[config.mk]
export PLATFORM = sky130hd
export DESIGN_NAME = module_keypad_scan
export DESIGN_NICKNAME = d
export VERILOG_FILES = /design/src/rtl/keypad_pkg.sv /design/src/rtl/module_sync_debounce_cnt.sv /design/src/rtl/module_keypad_scan.sv
export SDC_FILE = /design/constraint.sdc
export NUM_CORES = 1
export LEC_CHECK = 0
export CAP_MARGIN = 20
export CORE_ASPECT_RATIO = 0.8
export CORE_MARGIN = 2
export CORE_UTILIZATION = 40
export DETAILED_ROUTE_END_ITERATION = 10
export MAX_ROUTING_LAYER = met4
export PLACE_DENSITY = 0.64
export SETUP_SLACK_MARGIN = 0.5
export SLEW_MARGIN = 20
export SYNTH_ARGS = -nofsm -noshare
export SYNTH_HDL_FRONTEND = slang
export SYNTH_SLANG_ARGS = --single-unit
[constraint.sdc]
create_clock -name clk_i -period 2.8 [get_ports clk_i]
set_clock_uncertainty 0.15 [all_clocks]
set_input_delay 0.56 -clock clk_i [delete_from_list [all_inputs] [get_ports clk_i]]
set_output_delay 0.56 -clock clk_i [all_outputs]
set_load 0.03 [all_outputs]
[src/rtl/keypad_pkg.sv]
// Shared types and row decode for the 4x4 keypad scanner.
// Optional auto-repeat in the top is enabled by defining KEYPAD_AUTOREPEAT_EN.
package keypad_pkg;

    typedef enum logic [1:0] {
        SCAN     = 2'd0,
        DEBOUNCE = 2'd1,
        PRESSED  = 2'd2,
        RELEASE  = 2'd3
    } kp_state_t;

    localparam logic [3:0] ROW_IDLE = 4'b1111;

    typedef struct packed {
        logic       single;
        logic [1:0] code;
    } row_dec_t;

    // Exactly one row low is a key; several rows low is a ghost and is treated as no key.
    function automatic row_dec_t row_decode(input logic [3:0] rows);
        row_dec_t d;
        d = '{single: 1'b0, code: 2'd0};
        case (rows)
            4'b1110: d = '{single: 1'b1, code: 2'd0};
            4'b1101: d = '{single: 1'b1, code: 2'd1};
            4'b1011: d = '{single: 1'b1, code: 2'd2};
            4'b0111: d = '{single: 1'b1, code: 2'd3};
            default: d = '{single: 1'b0, code: 2'd0};
        endcase
        return d;
    endfunction

endpackage

[src/rtl/module_sync_debounce_cnt.sv]
// Counts N consecutive cycles of cond_i; any break or clr_i restarts the count.
// done_o is asserted on the N-th consecutive cycle.
module module_sync_debounce_cnt
    import keypad_pkg::*;
#(
    parameter int N = 8
) (
    input  logic clk_i,
    input  logic rst_n_i,
    input  logic clr_i,
    input  logic cond_i,
    output logic done_o
);

    localparam int W = (N > 1) ? $clog2(N) : 1;

    logic [W-1:0] cnt;

    assign done_o = cond_i && !clr_i && (cnt == W'(N - 1));

    always_ff @(posedge clk_i or negedge rst_n_i) begin
        if (!rst_n_i)
            cnt <= '0;
        else if (clr_i || !cond_i || done_o)
            cnt <= '0;
        else
            cnt <= cnt + W'(1);
    end

endmodule

[src/rtl/module_keypad_scan.sv]
// 4x4 matrix keypad scanner: round-robin column drive, debounced press/release, one event per press.
// Define KEYPAD_AUTOREPEAT_EN to re-pulse key_valid_o every REPEAT_CYCLES while a key is held.
module module_keypad_scan
    import keypad_pkg::*;
#(
    parameter int SCAN_DIV        = 1000,
    parameter int DEBOUNCE_CYCLES = 50000,
    parameter int REPEAT_CYCLES   = 25000000
) (
    input  logic       clk_i,
    input  logic       rst_n_i,
    input  logic [3:0] fil_i,
    output logic [3:0] col_o,
    output logic [1:0] dato_codc_o,
    output logic [3:0] key_code_o,
    output logic       key_valid_o,
    output logic       key_held_o
);

    localparam int DW = $clog2(SCAN_DIV);

    kp_state_t     state;
    logic [3:0]    fs_meta, fs;
    logic [1:0]    col, row_lat;
    logic [3:0]    pat_lat;
    logic [DW-1:0] dwell;
    row_dec_t      dec;
    logic          press_done, rel_done, rep_fire;

    always_ff @(posedge clk_i or negedge rst_n_i) begin
        if (!rst_n_i) begin
            fs_meta <= ROW_IDLE;
            fs      <= ROW_IDLE;
        end else begin
            fs_meta <= fil_i;
            fs      <= fs_meta;
        end
    end

    assign dec         = row_decode(fs);
    assign col_o       = ~(4'b0001 << col);
    assign dato_codc_o = col;

    module_sync_debounce_cnt #(.N(DEBOUNCE_CYCLES)) u_press_cnt (
        .clk_i   (clk_i),
        .rst_n_i (rst_n_i),
        .clr_i   (state != DEBOUNCE),
        .cond_i  (fs == pat_lat),
        .done_o  (press_done)
    );

    module_sync_debounce_cnt #(.N(DEBOUNCE_CYCLES)) u_release_cnt (
        .clk_i   (clk_i),
        .rst_n_i (rst_n_i),
        .clr_i   (state != RELEASE),
        .cond_i  (fs == ROW_IDLE),
        .done_o  (rel_done)
    );

`ifdef KEYPAD_AUTOREPEAT_EN
    localparam int RW = (REPEAT_CYCLES > 1) ? $clog2(REPEAT_CYCLES) : 1;
    logic [RW-1:0] rep_cnt;

    assign rep_fire = (state == PRESSED) && (fs != ROW_IDLE) && (rep_cnt == RW'(REPEAT_CYCLES - 1));

    always_ff @(posedge clk_i or negedge rst_n_i) begin
        if (!rst_n_i)
            rep_cnt <= '0;
        else if (state != PRESSED || fs == ROW_IDLE || rep_fire)
            rep_cnt <= '0;
        else
            rep_cnt <= rep_cnt + RW'(1);
    end
`else
    assign rep_fire = 1'b0;
`endif

    always_ff @(posedge clk_i or negedge rst_n_i) begin
        if (!rst_n_i) begin
            state       <= SCAN;
            col         <= 2'd0;
            dwell       <= '0;
            row_lat     <= 2'd0;
            pat_lat     <= ROW_IDLE;
            key_code_o  <= 4'd0;
            key_valid_o <= 1'b0;
            key_held_o  <= 1'b0;
        end else begin
            key_valid_o <= 1'b0;
            case (state)
                SCAN: begin
                    if (dwell == DW'(SCAN_DIV - 1)) begin
                        dwell <= '0;
                        if (dec.single) begin
                            row_lat <= dec.code;
                            pat_lat <= fs;
                            state   <= DEBOUNCE;
                        end else begin
                            col <= col + 2'd1;
                        end
                    end else begin
                        dwell <= dwell + DW'(1);
                    end
                end
                DEBOUNCE: begin
                    if (fs != pat_lat) begin
                        state <= SCAN;
                        col   <= col + 2'd1;
                    end else if (press_done) begin
                        state       <= PRESSED;
                        key_code_o  <= {row_lat, col};
                        key_valid_o <= 1'b1;
                        key_held_o  <= 1'b1;
                    end
                end
                PRESSED: begin
                    // Extra keys only change the pattern to another non-idle value; wait for full release.
                    if (fs == ROW_IDLE)
                        state <= RELEASE;
                    else if (rep_fire)
                        key_valid_o <= 1'b1;
                end
                RELEASE: begin
                    if (rel_done) begin
                        state      <= SCAN;
                        key_held_o <= 1'b0;
                        col        <= col + 2'd1;
                    end
                end
                default: state <= SCAN;
            endcase
        end
    end

endmodule
**Yosys cells after proc, flatten, opt, wreduce, memory -nomap -nowiden**

Index checks and enable logic that the tools add are counted.
W data, S select, Z words.

- $add $sub $neg: 4
- Eq/ne operators: 24
- Shifts and indexed selects: 1
- Multiplexer cells: 23
- Bitwise operators: 2
- Reductions and logical operators: 20

Operator list:

| operator | count |
|---|---|
| $add A16 B1 Y16 const B | 2 |
| $eq A16 B16 Y1 const B | 2 |
| $mux W16 | 2 |
| $mux W2 | 10 |
| $eq A4 B4 Y1 const B | 4 |
| $ne A2 B2 Y1 const B | 6 |
| $pmux W3 S4 | 1 |
| $add A10 B1 Y10 const B | 1 |
| $eq A10 B10 Y1 const B | 1 |
| $mux W10 | 1 |
| $reduce_and A5 Y1 | 2 |
| $ne A2 B1 Y1 const B | 4 |
| $pmux W2 S4 | 1 |
| $mux W1 | 6 |
| $pmux W2 S3 | 1 |
| $reduce_and A3 Y1 | 2 |
| $eq A2 B2 Y1 const B | 2 |
| $eq A4 B3 Y1 const B | 1 |
| $eq A4 B4 Y1 | 1 |
| $logic_and A1 B1 Y1 | 4 |
| $logic_not A1 Y1 | 4 |
| $logic_or A1 B1 Y1 | 4 |
| $ne A4 B4 Y1 | 1 |
| $not A4 Y4 | 1 |
| 10 further kinds | 10 |

- Register bits: 66
- Bits of input ports: 6
- Logic and storage cells: 86

**Depth between registers and ports, before layout**

- Depth after elaboration: 7
- Mapped depth: 7

**Cells and area by module**

Synthesis repeated with hierarchy kept, for this count alone.

- Cells, all modules: 310
- Area total of the unflattened synthesis: 3,547.2 um2

By module, submodules not included:

| module | times used | cells an instance | area an instance (um2) |
|---|---|---|---|
| module_sync_debounce_cnt | 2 | 82 | 928.4 |
| module_keypad_scan | 1 | 146 | 1,690.4 |

**Worst setup path after synthesis**

OpenSTA, ideal clock, no wires.

- Path kind: register -> register
- Start: reg fs[2]
- End: reg key_code_o[0]
- Setup time: 0.125 ns
- Arrival: 1.930 ns
- Data required time: 2.525 ns
- Slack: 0.595 ns
- Stages on the path, launching flop included: 7
- Clock period less this slack: 2.205 ns
- Path through: dfstp_2 -> buf_2 -> inv_1 -> a2111oi_2 -> nand3_1 -> nor2_4 -> mux2_2

- Longest elaborated chain between the ends: 4
- Elaborated cells on any way between the ends: 6
- Classes of those cells: 2 x eq/ne; 1 x bitwise; 3 x reduce/logical

RTL lines:

| what | line | text |
|---|---|---|
| start: declaration | module_keypad_scan.sv:23 | `logic [3:0] fs_meta, fs;` |
| start signal: assignment | module_keypad_scan.sv:36 | `fs <= fs_meta;` |
| $eq A4 B4 Y1 | module_keypad_scan.sv:48 | `.cond_i (fs == pat_lat),` |
| $logic_and A1 B1 Y1 (2 in a row) | module_sync_debounce_cnt.sv:19 | `assign done_o = cond_i && !clr_i && (cnt == W'(N - 1));` |
| $reduce_and A3 Y1 (no line) * | -- |  |
| end signal: assignment | module_keypad_scan.sv:111 | `key_code_o <= {row_lat, col};` |
| end: declaration | module_keypad_scan.sv:15 | `output logic [3:0] key_code_o,` |

Mark *: on every way between the ends. The rest lies on a longest branch, timed or not.
A chain may end at the register's enable or synchronous reset.

**Worst setup path after layout**

- Start: reg col[0] (netlist: dato_codc_o[0])
- End: out col_o[2]

- Longest elaborated chain between the ends: 2

RTL lines:

| what | line | text |
|---|---|---|
| start: declaration | module_keypad_scan.sv:24 | `logic [1:0] col, row_lat;` |
| start signal: assignment | module_keypad_scan.sv:99 | `col <= col + 2'd1;` |
| start signal: assignment | module_keypad_scan.sv:108 | `col <= col + 2'd1;` |
| start signal: assignment | module_keypad_scan.sv:127 | `col <= col + 2'd1;` |
| $shl A1 B2 Y4 | module_keypad_scan.sv:41 | `assign col_o = ~(4'b0001 << col);` |
| $not A4 Y4 | module_keypad_scan.sv:41 |  |
| end: declaration | module_keypad_scan.sv:13 | `output logic [3:0] col_o,` |

No other way between the ends.

==> results_dict.tcl <==
set metrics [dict create \
    r2r-start "u_press_cnt.cnt[13]" \
    final_nets 365 \
    final_cells 465 \
    grtUsageMet1_pct 20.8 \
    r2r_cells 4 \
    synth_area_leaders "dfrtp_1 41%, dfstp_2 9.6%, nor2_1 5.8%" \
    p_per_area_mw_per_mm2 478 \
    reg2reg_to "key_code_o[1]" \
    synth_edf_count 0 \
    die_x_um 105 \
    startpoint "dato_codc_o[0]" \
    finalWeightedCongestion 0.784 \
    clk_latency_ps 350 \
    cts_made_buffers 9 \
    core_mm2 0.00795 \
    via_per_inst 5.11 \
    status "finished clean" \
    grt_pass1_vias 2278 \
    grt-busiest-layer "met2" \
    ys_types 52 \
    detail-route-antenna-nets 0 \
    maxSlewHeadroom_pct 62.9 \
    end_kind "primary output" \
    whs_ps 69.5 \
    pin_count 18 \
    critPathArrivalTime_ps 1520 \
    synth_seq_cells 66 \
    yosys.area.top_type "dfrtp_1" \
    synth-async-reset-ratio_pct 100 \
    crit_type "reg -> out" \
    h-tree-depth 3 \
    initial_core_util_pct 41.2 \
    syn-num-nets 337 \
    hold_path_class "in -> async" \
    multiInputGateArea_mm2 0.00154 \
    synth_top_area_share_pct 41.3 \
    regArea_mm2 0.00167 \
    drt_pass1_iterations 4 \
    netlist_instances 324 \
    area_growth_pct 17.8 \
    port_buffers 17 \
    drtIter0Drc 88 \
    place_inst 442 \
    slew_viol_final 0 \
    synthFlopType "dfrtp_1" \
    rsz0062_at_grt "yes" \
    synth.avg_cell_area_um2 10.1 \
    hold_violations 0 \
    drive_gt1_share_pct 16.8 \
    n_antenna_cell 0 \
    max-cap-violations 0 \
    fin_tns_setup_ps 0 \
    die_area_mm2 0.00893 \
    leakagePower_nw 1.55 \
    die_h_um 84.9 \
    fin_crit_sh_pct 79.7 \
    wl_um 6060 \
    track_usage_pct 15.4 \
    num_rows 29 \
    route.detailed.drc 0 \
    cp.required_ps 2090 \
    clk_pin_slew_worst_paths_ps 80 \
    r2r_slack_ps 590 \
    dp_hpwl_um 4000 \
    antenna_found_initial 0 \
    synth_area_mm2 0.00327 \
    vias 2375 \
    grt_overflow 0 \
    grtUsageMet2_pct 21.7 \
    cp-start-kind "register" \
    grtUsageMet3_pct 4.76 \
    cts_tree "built" \
    cts_hold_buffers 0 \
    tightestPinTransition_ps 556 \
    crit_path_end "col_o[2]" \
    synth-warning-count 0 \
    fmax_mhz 448 \
    grt_max_degree 67 \
    n_fill_cell 722 \
    wl_per_cell_um 13.0 \
    final_common_cell "dfrtp_1" \
    layout.cells.most_common_list "54 x dfrtp_1, 51 x nor2_1, 20 x nand2_1" \
    setup_violations 0 \
    cts_buffer_depth 2 \
    clock-sinks 66 \
    grt_pass1_wl_um 10700 \
    path_max_fanout 5 \
    vdd_drop_max_mv 0.312 \
    period_needed_ps 2230 \
    seq_area_frac_synth_pct 50.9 \
    clock-root-buffer "clkbuf_8" \
]
-- Yosys cell counts, drive strengths merged (3+ instances only) --
cell,number
a31oi,3
o21ai,11
nand3,15
nand2,21
buf,3
xor2,19
nand4,13
dfstp,12
a211oi,3
mux2,6
clkbuf,8
and2,4
dfrtp,54
inv,15
nor2,52
ha,7
a21oi,11
and3,12
nor2b,3
xnor2,16
-- cell families (layout without fill, tap and decap cells) --
family,count (synthesis),count (layout),synth area share (%)
AOI/OAI and AO/OA,43,43,8.72
xor gates and xnor gates,35,35,9.37
adders and majority gates,8,8,2.98
buffers and inverters,26,59,3.10
DFF,66,66,50.9
muxes,6,6,2.18
and+or+nand+nor,140,140,22.7
-- repair_timing --
| action | CTS | global route |
|---|---|---|
| buffers inserted | 5 | 2 |
| endpoints found under the setup margin | 10 | 9 |
| pin swaps | 2 | 3 |
| resized for setup | 7 | 5 |
-- area by class of cell --
class | instances | area share [%]
Sequential cell | 66 | 43.2
Multi-Input combinational cell | 232 | 40.0
Timing Repair Buffer | 28 | 6.55
Clock buffer | 10 | 3.57
Tap cell | 108 | 3.50
Clock inverter | 6 | 1.72
Inverter | 15 | 1.46
-- routing by layer --
metal	wire length, um	part of all wire, %
met1	3080	51
met2	2650	44
met3	266	4.4
met4	55	0.91
met5	0	0
-- stage by stage --
step                area, um2  worst slack, ps  utilization (%)  power (mW)
finish                   3860              569             48.5        1.84
global route             3860              437             48.5        1.94
CTS                      3830              506             48.2        1.87
detailed placement       3570              327             44.9        1.04
global placement         3570              419             44.9        1.04
floorplan                3270              595                -        1.01
-- where the power goes --
| group | leakage, nW | switching (mW) | total, mW | internal [mW] |
|---|---|---|---|---|
| clock network | 0.0945 | 0.381 | 0.815 | 0.435 |
| registers | 0.866 | 0.00824 | 0.972 | 0.964 |
| logic | 0.594 | 0.0343 | 0.0548 | 0.0206 |
| total | 1.55 | 0.423 | 1.84 | 1.42 |
-- sequential cells by signal (all words and copies together) (netlist names), named ones only --
signal and flops:
fs 4, row_lat 2, dwell 10, fs_meta 4, key_code_o 4, key_valid_o 1, dato_codc_o 2, key_held_o 1
state 1, u_press_cnt.cnt 16, u_release_cnt.cnt 16, pat_lat 4
-- worst min-delay path by stage --
stage	start	endpoint	slack, ps	cells after the start
2_1_floorplan	rst_n_i	async pin	110	0
5_1_grt	rst_n_i	dwell[9]	70	2
4_1_cts	rst_n_i	key_code_o[2]	70	2
3_3_place_gp	fs_meta[1]	fs[1]	200	0
3_5_place_dp	fs_meta[0]	fs[0]	200	0
6_report	rst_n_i	dwell[9]	70	2
-- critical path: stages (launching register included) --
cell	delay [ps]
dfrtp_1	430
inv_1	110
ha_1	210
inv_1	60
clkdlybuf4s15_1	370
Power figures use the tool's default switching activity.
